### config.mk
export PLATFORM = sky130hd
export DESIGN_NAME = inst_mem_port_flat
export DESIGN_NICKNAME = d
export VERILOG_FILES = /design/src/rtl/insmem_pkg.sv /design/src/rtl/inst_mem_port_if.sv /design/src/rtl/insmem_byte_ram.sv /design/src/rtl/inst_mem_port.sv /design/src/flat_wrapper.sv
export SDC_FILE = /design/constraint.sdc
export NUM_CORES = 2
export LEC_CHECK = 0
export CORE_UTILIZATION = 60
export DETAILED_ROUTE_END_ITERATION = 8
export PLACE_DENSITY = 0.79
export RECOVER_POWER = 25
export SLEW_MARGIN = 20
export SYNTH_ARGS = -nofsm -noshare
export SYNTH_HDL_FRONTEND = slang
export SYNTH_SLANG_ARGS = --single-unit
### constraint.sdc
create_clock -name CLK -period 2.72 [get_ports CLK]
set_input_delay 0.544 -clock CLK [delete_from_list [all_inputs] [get_ports CLK]]
set_output_delay 0.544 -clock CLK [all_outputs]
set_load 0.005 [all_outputs]
### src/rtl/insmem_pkg.sv
// Shared constants and FSM encoding for the instruction memory port.
package insmem_pkg;
  localparam int          INSTR_W   = 32;
  localparam logic [31:0] NOP_INSTR = 32'h0000_0013;

  typedef enum logic {S_IDLE, S_LOAD} state_e;
endpackage

### src/rtl/inst_mem_port_if.sv
// Fetch and loader handshake bundle; master is the core/loader side, slave is the memory.
interface inst_mem_port_if #(parameter int ADDR_W = 8);
  logic              FetchReq;
  logic [ADDR_W-1:0] FetchAddr;
  logic              FetchReady;
  logic              FetchValid;
  logic [31:0]       FetchData;
  logic              FetchMisalign;
  logic              LoadStart;
  logic [ADDR_W-1:0] LoadBase;
  logic              LoadValid;
  logic [7:0]        LoadByte;
  logic              LoadLast;
  logic              LoadReady;
  logic              LoadDone;
  logic              LoadErr;
  logic [ADDR_W:0]   LoadCount;

  modport master (
    output FetchReq, FetchAddr, LoadStart, LoadBase, LoadValid, LoadByte, LoadLast,
    input  FetchReady, FetchValid, FetchData, FetchMisalign,
           LoadReady, LoadDone, LoadErr, LoadCount
  );
  modport slave (
    input  FetchReq, FetchAddr, LoadStart, LoadBase, LoadValid, LoadByte, LoadLast,
    output FetchReady, FetchValid, FetchData, FetchMisalign,
           LoadReady, LoadDone, LoadErr, LoadCount
  );
endinterface

### src/rtl/insmem_byte_ram.sv
// Byte-wide program RAM: one byte write port, one registered 4-byte big-endian read port.
module insmem_byte_ram #(parameter int ADDR_W = 8) (
  input  logic              clk,
  input  logic              rst,
  input  logic              we,
  input  logic [ADDR_W-1:0] waddr,
  input  logic [7:0]        wdata,
  input  logic              re,
  input  logic [ADDR_W-1:0] raddr,
  output logic [31:0]       rdata
);
  logic [7:0] mem [2**ADDR_W];

  always_ff @(posedge clk)
    if (we) mem[waddr] <= wdata;

  // Lowest address lands in the top byte; only the output register is reset.
  always_ff @(posedge clk)
    if (rst)     rdata <= '0;
    else if (re)
      for (int b = 0; b < 4; b++)
        rdata[31-8*b -: 8] <= mem[raddr + ADDR_W'(b)];
endmodule

### src/rtl/inst_mem_port.sv
// Instruction memory with registered fetch port and byte-stream program loader.
// Optional INSMEM_MISALIGN_TRAP_EN: unaligned fetches return a NOP with FetchMisalign set.
module inst_mem_port #(
  parameter int ADDR_W  = 8,
  parameter int INSTR_W = 32
) (
  input  logic             CLK,
  input  logic             Reset,
  inst_mem_port_if.slave   bus
);
  import insmem_pkg::*;

  state_e            state_q, state_d;
  logic              rdy_q;
  logic [ADDR_W-1:0] ptr_q;
  logic [ADDR_W:0]   cnt_q;
  logic              err_q, done_q, fvld_q;
  logic              fetch_rdy, load_rdy;
  logic              fetch_acc, start_acc, byte_acc, ptr_end, misalign;
  logic [INSTR_W-1:0] rd_word;

  assign ptr_end   = &ptr_q;
  assign fetch_acc = bus.FetchReq & fetch_rdy;
  assign start_acc = bus.LoadStart & fetch_rdy;
  assign byte_acc  = bus.LoadValid & load_rdy;

`ifdef INSMEM_MISALIGN_TRAP_EN
  assign misalign = |bus.FetchAddr[1:0];
`else
  assign misalign = 1'b0;
`endif

  always_ff @(posedge CLK)
    if (Reset) state_q <= S_IDLE;
    else       state_q <= state_d;

  // rdy_q keeps both ready outputs low for the first cycle out of reset.
  always_comb begin
    state_d   = state_q;
    fetch_rdy = 1'b0;
    load_rdy  = 1'b0;
    case (state_q)
      S_IDLE: begin
        fetch_rdy = rdy_q;
        if (rdy_q && bus.LoadStart) state_d = S_LOAD;
      end
      S_LOAD: begin
        load_rdy = rdy_q;
        if (rdy_q && bus.LoadValid && (bus.LoadLast || ptr_end)) state_d = S_IDLE;
      end
      default: state_d = S_IDLE;
    endcase
  end

  always_ff @(posedge CLK)
    if (Reset) begin
      rdy_q  <= 1'b0;
      ptr_q  <= '0;
      cnt_q  <= '0;
      err_q  <= 1'b0;
      done_q <= 1'b0;
      fvld_q <= 1'b0;
    end else begin
      rdy_q  <= 1'b1;
      fvld_q <= fetch_acc;
      done_q <= byte_acc && (bus.LoadLast || ptr_end);
      if (start_acc) begin
        ptr_q <= bus.LoadBase;
        cnt_q <= '0;
        err_q <= 1'b0;
      end else if (byte_acc) begin
        ptr_q <= ptr_q + 1'b1;
        cnt_q <= cnt_q + 1'b1;
        // Last address reached without LoadLast: stop instead of wrapping.
        if (ptr_end && !bus.LoadLast) err_q <= 1'b1;
      end
    end

  insmem_byte_ram #(.ADDR_W(ADDR_W)) u_ram (
    .clk   (CLK),
    .rst   (Reset),
    .we    (byte_acc),
    .waddr (ptr_q),
    .wdata (bus.LoadByte),
    .re    (fetch_acc & ~misalign),
    .raddr (bus.FetchAddr & ~ADDR_W'(3)),
    .rdata (rd_word)
  );

`ifdef INSMEM_MISALIGN_TRAP_EN
  logic mis_q;
  always_ff @(posedge CLK)
    if (Reset)          mis_q <= 1'b0;
    else if (fetch_acc) mis_q <= misalign;
  assign bus.FetchData     = mis_q ? NOP_INSTR : rd_word;
  assign bus.FetchMisalign = mis_q;
`else
  assign bus.FetchData     = rd_word;
  assign bus.FetchMisalign = 1'b0;
`endif

  assign bus.FetchReady = fetch_rdy;
  assign bus.LoadReady  = load_rdy;
  assign bus.FetchValid = fvld_q;
  assign bus.LoadDone   = done_q;
  assign bus.LoadErr    = err_q;
  assign bus.LoadCount  = cnt_q;
endmodule

### src/flat_wrapper.sv
// flat-port wrapper written by rule: the top's interface ports become plain ports
module inst_mem_port_flat import insmem_pkg::*;
#(
  parameter int ADDR_W  = 8,
  parameter int INSTR_W = 32
)
  (CLK, Reset, bus_FetchReq, bus_FetchAddr, bus_LoadStart, bus_LoadBase, bus_LoadValid, bus_LoadByte, bus_LoadLast, bus_FetchReady, bus_FetchValid, bus_FetchData, bus_FetchMisalign, bus_LoadReady, bus_LoadDone, bus_LoadErr, bus_LoadCount);
  inst_mem_port_if #(.ADDR_W(ADDR_W)) bus_i ();
  input  logic CLK;
  input  logic Reset;
  input wire logic [$bits(bus_i.FetchReq)-1:0] bus_FetchReq;
  input wire logic [$bits(bus_i.FetchAddr)-1:0] bus_FetchAddr;
  input wire logic [$bits(bus_i.LoadStart)-1:0] bus_LoadStart;
  input wire logic [$bits(bus_i.LoadBase)-1:0] bus_LoadBase;
  input wire logic [$bits(bus_i.LoadValid)-1:0] bus_LoadValid;
  input wire logic [$bits(bus_i.LoadByte)-1:0] bus_LoadByte;
  input wire logic [$bits(bus_i.LoadLast)-1:0] bus_LoadLast;
  output wire logic [$bits(bus_i.FetchReady)-1:0] bus_FetchReady;
  output wire logic [$bits(bus_i.FetchValid)-1:0] bus_FetchValid;
  output wire logic [$bits(bus_i.FetchData)-1:0] bus_FetchData;
  output wire logic [$bits(bus_i.FetchMisalign)-1:0] bus_FetchMisalign;
  output wire logic [$bits(bus_i.LoadReady)-1:0] bus_LoadReady;
  output wire logic [$bits(bus_i.LoadDone)-1:0] bus_LoadDone;
  output wire logic [$bits(bus_i.LoadErr)-1:0] bus_LoadErr;
  output wire logic [$bits(bus_i.LoadCount)-1:0] bus_LoadCount;
  assign bus_i.FetchReq = bus_FetchReq;
  assign bus_i.FetchAddr = bus_FetchAddr;
  assign bus_i.LoadStart = bus_LoadStart;
  assign bus_i.LoadBase = bus_LoadBase;
  assign bus_i.LoadValid = bus_LoadValid;
  assign bus_i.LoadByte = bus_LoadByte;
  assign bus_i.LoadLast = bus_LoadLast;
  assign bus_FetchReady = bus_i.FetchReady;
  assign bus_FetchValid = bus_i.FetchValid;
  assign bus_FetchData = bus_i.FetchData;
  assign bus_FetchMisalign = bus_i.FetchMisalign;
  assign bus_LoadReady = bus_i.LoadReady;
  assign bus_LoadDone = bus_i.LoadDone;
  assign bus_LoadErr = bus_i.LoadErr;
  assign bus_LoadCount = bus_i.LoadCount;
  inst_mem_port #(.ADDR_W(ADDR_W), .INSTR_W(INSTR_W)) u_core (.CLK(CLK), .Reset(Reset), .bus(bus_i));
endmodule
==> flow_summary.toml <==
[run_status]
status = "finished with violations"
failing_checks = "capacitance limit, slew limit"

[setup_path]
worst_ep_required_time_ps = 3120
cpMostUsedCell = "clkbuf_2"
worst-setup-path-type = "primary input to register"
cp_slowest_stage_delay_ps = 1290
regToRegStartpoint = "u_core.ptr_q[2]"
critical_path.endpoint_type = "register"
critPathMaxFanout = 72
worstPathBufferInverterCount = 2
crit_family = "buffers and inverters"
slowest_stage = "clkbuf_2"
r2r-end = "u_core.u_ram.mem[55][7]"
cp.depth = 2
ff2ff_setup_slack_ps = 230
worst_ep_arrival_time_ps = 3040
cp_cell_sequence = "clkbuf_2 -> clkbuf_2"
worst_setup_sp = "bus_LoadByte[0]"
setup.worst_path.start_class = "primary input"
worstRegToRegCells = 6

[synth]
netlist-cell-type-count = 61
post_synthesis_net_count = 3981
most_common_flop_cell_mapped_by_yosys = "edfxtp_1"
synth.cell_area_um2 = 81480
number_of_cells_produced_by_synthesis = 3946
synth-seq-area-share_pct = 76.81
synth_edf_count = 2048
ys_seq_elements = 2102
ys_async_sr_fraction_pct = 0
yosys_warnings = 0
postSynthAreaPerCell_um2 = 20.65

[timing]
report.final.hold_viol_count = 0
slew_headroom_pct = -62.76
fmax_mhz = 378.0
finalSetupViolCount = 0
fin_crit_sh_pct = 97.26
final.setup.tns_ps = 0
whs_ps = 316.2
grt_setup_unrepaired = "no"
slew_viol_final = 708
timing.clock.skew_ps = 26.18
min_period_ps = 2645
post_layout_worst_setup_margin_ps = 74.55
timing_worst_slew_pin_value_ps = 2441

[clock_tree]
cts.htree.levels = 4
cts_tree = "done"
clockRootBuffer = "clkbuf_16"
cts-buffers-inserted = 195
post-cts-setup-buffer-count = 0
clockBufferDepth = 3
clock_sink_count = 2102
clk_transition_reported_paths_ps = 60
clock_latency_ps = 830

[place]
place_congestion = 0.9143
placement.io_buffers = 73
place_worst_setup_slack_ps = -343.6
placed_cell_area_um2 = 89650
post-place-cells = 6250
hpwlAfterDp_mm = 138.6

[power]
sequential_cell_fraction_of_total_power_pct = 54.2
cellPowerDensity_nw_per_um2 = 688.7
p_leak_nw = 31.54
power_switching_share_pct = 21.31
power_switching_mw = 14.02
fin_total_pwr_mw = 65.77
power.internal_mw = 51.76
ir_drop_v = 0.0006567
pwr-share-comb_pct = 5.6
clock_network_power_share_pct = 40.2

[drt]
post-route-drc-count = 0
vias = 46060
vias_per_cell = 6.970
first_pass_drt_iterations = 8
routed_wire_length_mm = 221.4
initialDrtViolationCount = 7523
route.antenna.remaining_nets = 0
avgRoutedWirePerCell_um = 33.51

[global_routing]
grt_pass1_vias = 46160
grt_usage_pct = 32.60
grt_pass1_wl_mm = 316.8
use_met3_pct = 7.498
grt_util_met1_pct = 44.17
grt.overflow.total = 0
busiest_layer = "met2"
globalRouteMet2Util_pct = 50.77
grt_max_degree = 108
grt_antenna_before_repair = 10

[hold_path]
min_to = "u_core.ptr_q[7]"
holdCritPathClass = "primary input to register"
worst_hold_depth = 3
timing.hold.worst.start = "bus_LoadBase[7]"

[layout]
design.final.nets = 4714
layout-area-overhead-vs-synth_pct = 17.21
number_of_standard_cells_in_the_layout_taps_in_and_fillers_out = 6609
share_of_cells_above_drive_strength_1_pct = 31.20
finish.utilization_pct = 71.20
final_cell_area_um2 = 95500

[die]
placeableCoreArea_um2 = 134100
io_pins = 77
placement_rows = 134
die_height_um = 370.5
starting_utilization_of_the_core_area_pct = 60.75
dieArea_um2 = 137300
die_width_um = 370.5

[job]
drv.max_cap_violation_count = 9
final cells by class:
type | count | area (um^2)
diodes | 1 | 2.502
clock buffers | 258 | 5289
clock inverters | 100 | 825.8
fillers | 7282 | 38630
inverters | 12 | 50.05
multi-input cells | 1590 | 17620
flip-flops and latches | 2102 | 62580
well taps | 1768 | 2212
repair buffers | 778 | 6927
state kept, by name, summed over array words and instances (netlist names):
signal	flops
u_core.bus.FetchValid	1
u_core.bus.LoadCount	9
u_core.bus.LoadDone	1
u_core.bus.LoadErr	1
u_core.ptr_q	8
u_core.rdy_q	1
u_core.state_q	1
u_core.u_ram.mem	2048
u_core.u_ram.rdata	32
repair_timing:
action	in CTS	in global routing
resized for setup	1	0
endpoints found under the setup margin	1	0
hold buffers	0	0
cells in the mapped netlist, types with 18 or more instances:
library cell  number  area, um^2
a21oi_1           58       290.3
buf_1             20       75.07
mux2_2            35       394.1
nand2_1          137       514.2
dfxtp_1           54        1081
mux4_2           466       10500
a221oi_1          25       219.0
nor2_1           292        1096
a22oi_1           36       270.3
buf_2             55       275.3
buf_4             35       262.8
edfxtp_1        2048       61500
buf_6             23       259.0
clkbuf_1         108       405.4
mux2i_1          179        1792
o221ai_1          38       332.8
o21ai_0           26       130.1
nand3_1           46       230.2
a31oi_1           18       112.6
o22ai_1           57       356.6
placed cells by master (no fill, tap or decap), drive strengths merged, types with 36 or more instances in the layout:
| cell | instances |
|---|---|
| clkbuf | 285 |
| nand2 | 137 |
| nand3 | 46 |
| o22ai | 57 |
| buf | 691 |
| o221ai | 38 |
| edfxtp | 2048 |
| mux4 | 466 |
| a22oi | 36 |
| dfxtp | 54 |
| mux2i | 179 |
| clkdlybuf4s50 | 60 |
| a21oi | 58 |
| clkinv | 75 |
| nor2 | 292 |
power by group through the flow:
stage               clock network [mW]  registers [mW]  logic (mW)
floorplan                            0            36.3        1.68
global placement                     0            36.3        3.49
detailed placement                   0            36.3        3.57
CTS                               26.5            35.6        3.64
global route                      27.8            35.6        3.76
finish                            26.5            35.7        3.65
per-layer routing:
layer | share of wire [%] | up-vias
li1 | - | 17810
met1 | 34 | 23360
met2 | 47 | 4096
met4 | 5.5 | 14
met5 | 0.042 | -
met3 | 13 | 787
logic make-up (layout without fill, tap and decap cells):
logic type	count (synthesis)	count (layout)	share of synthesized area, %
other	1	2	0.004603
adders and majority gates	5	5	0.07678
DFF	2102	2102	76.81
xor gates and xnor gates	6	6	0.06450
AOI/OAI and AO/OA	334	334	2.909
muxes	680	680	15.56
and+or+nand+nor	564	564	2.945
buffers and inverters	254	1148	1.629
how the worst max path moves through the flow:
stage,endpoint,slack (ps)
floorplan,u_core.u_ram.rdata[23],170
global placement,u_core.u_ram.rdata[6],-360
detailed placement,u_core.u_ram.rdata[6],-340
CTS,bus_FetchReady,70
global route,bus_FetchReady,5
finish,u_core.u_ram.mem[205][0],70
No activity file was read; power rests on OpenSTA's default activity.
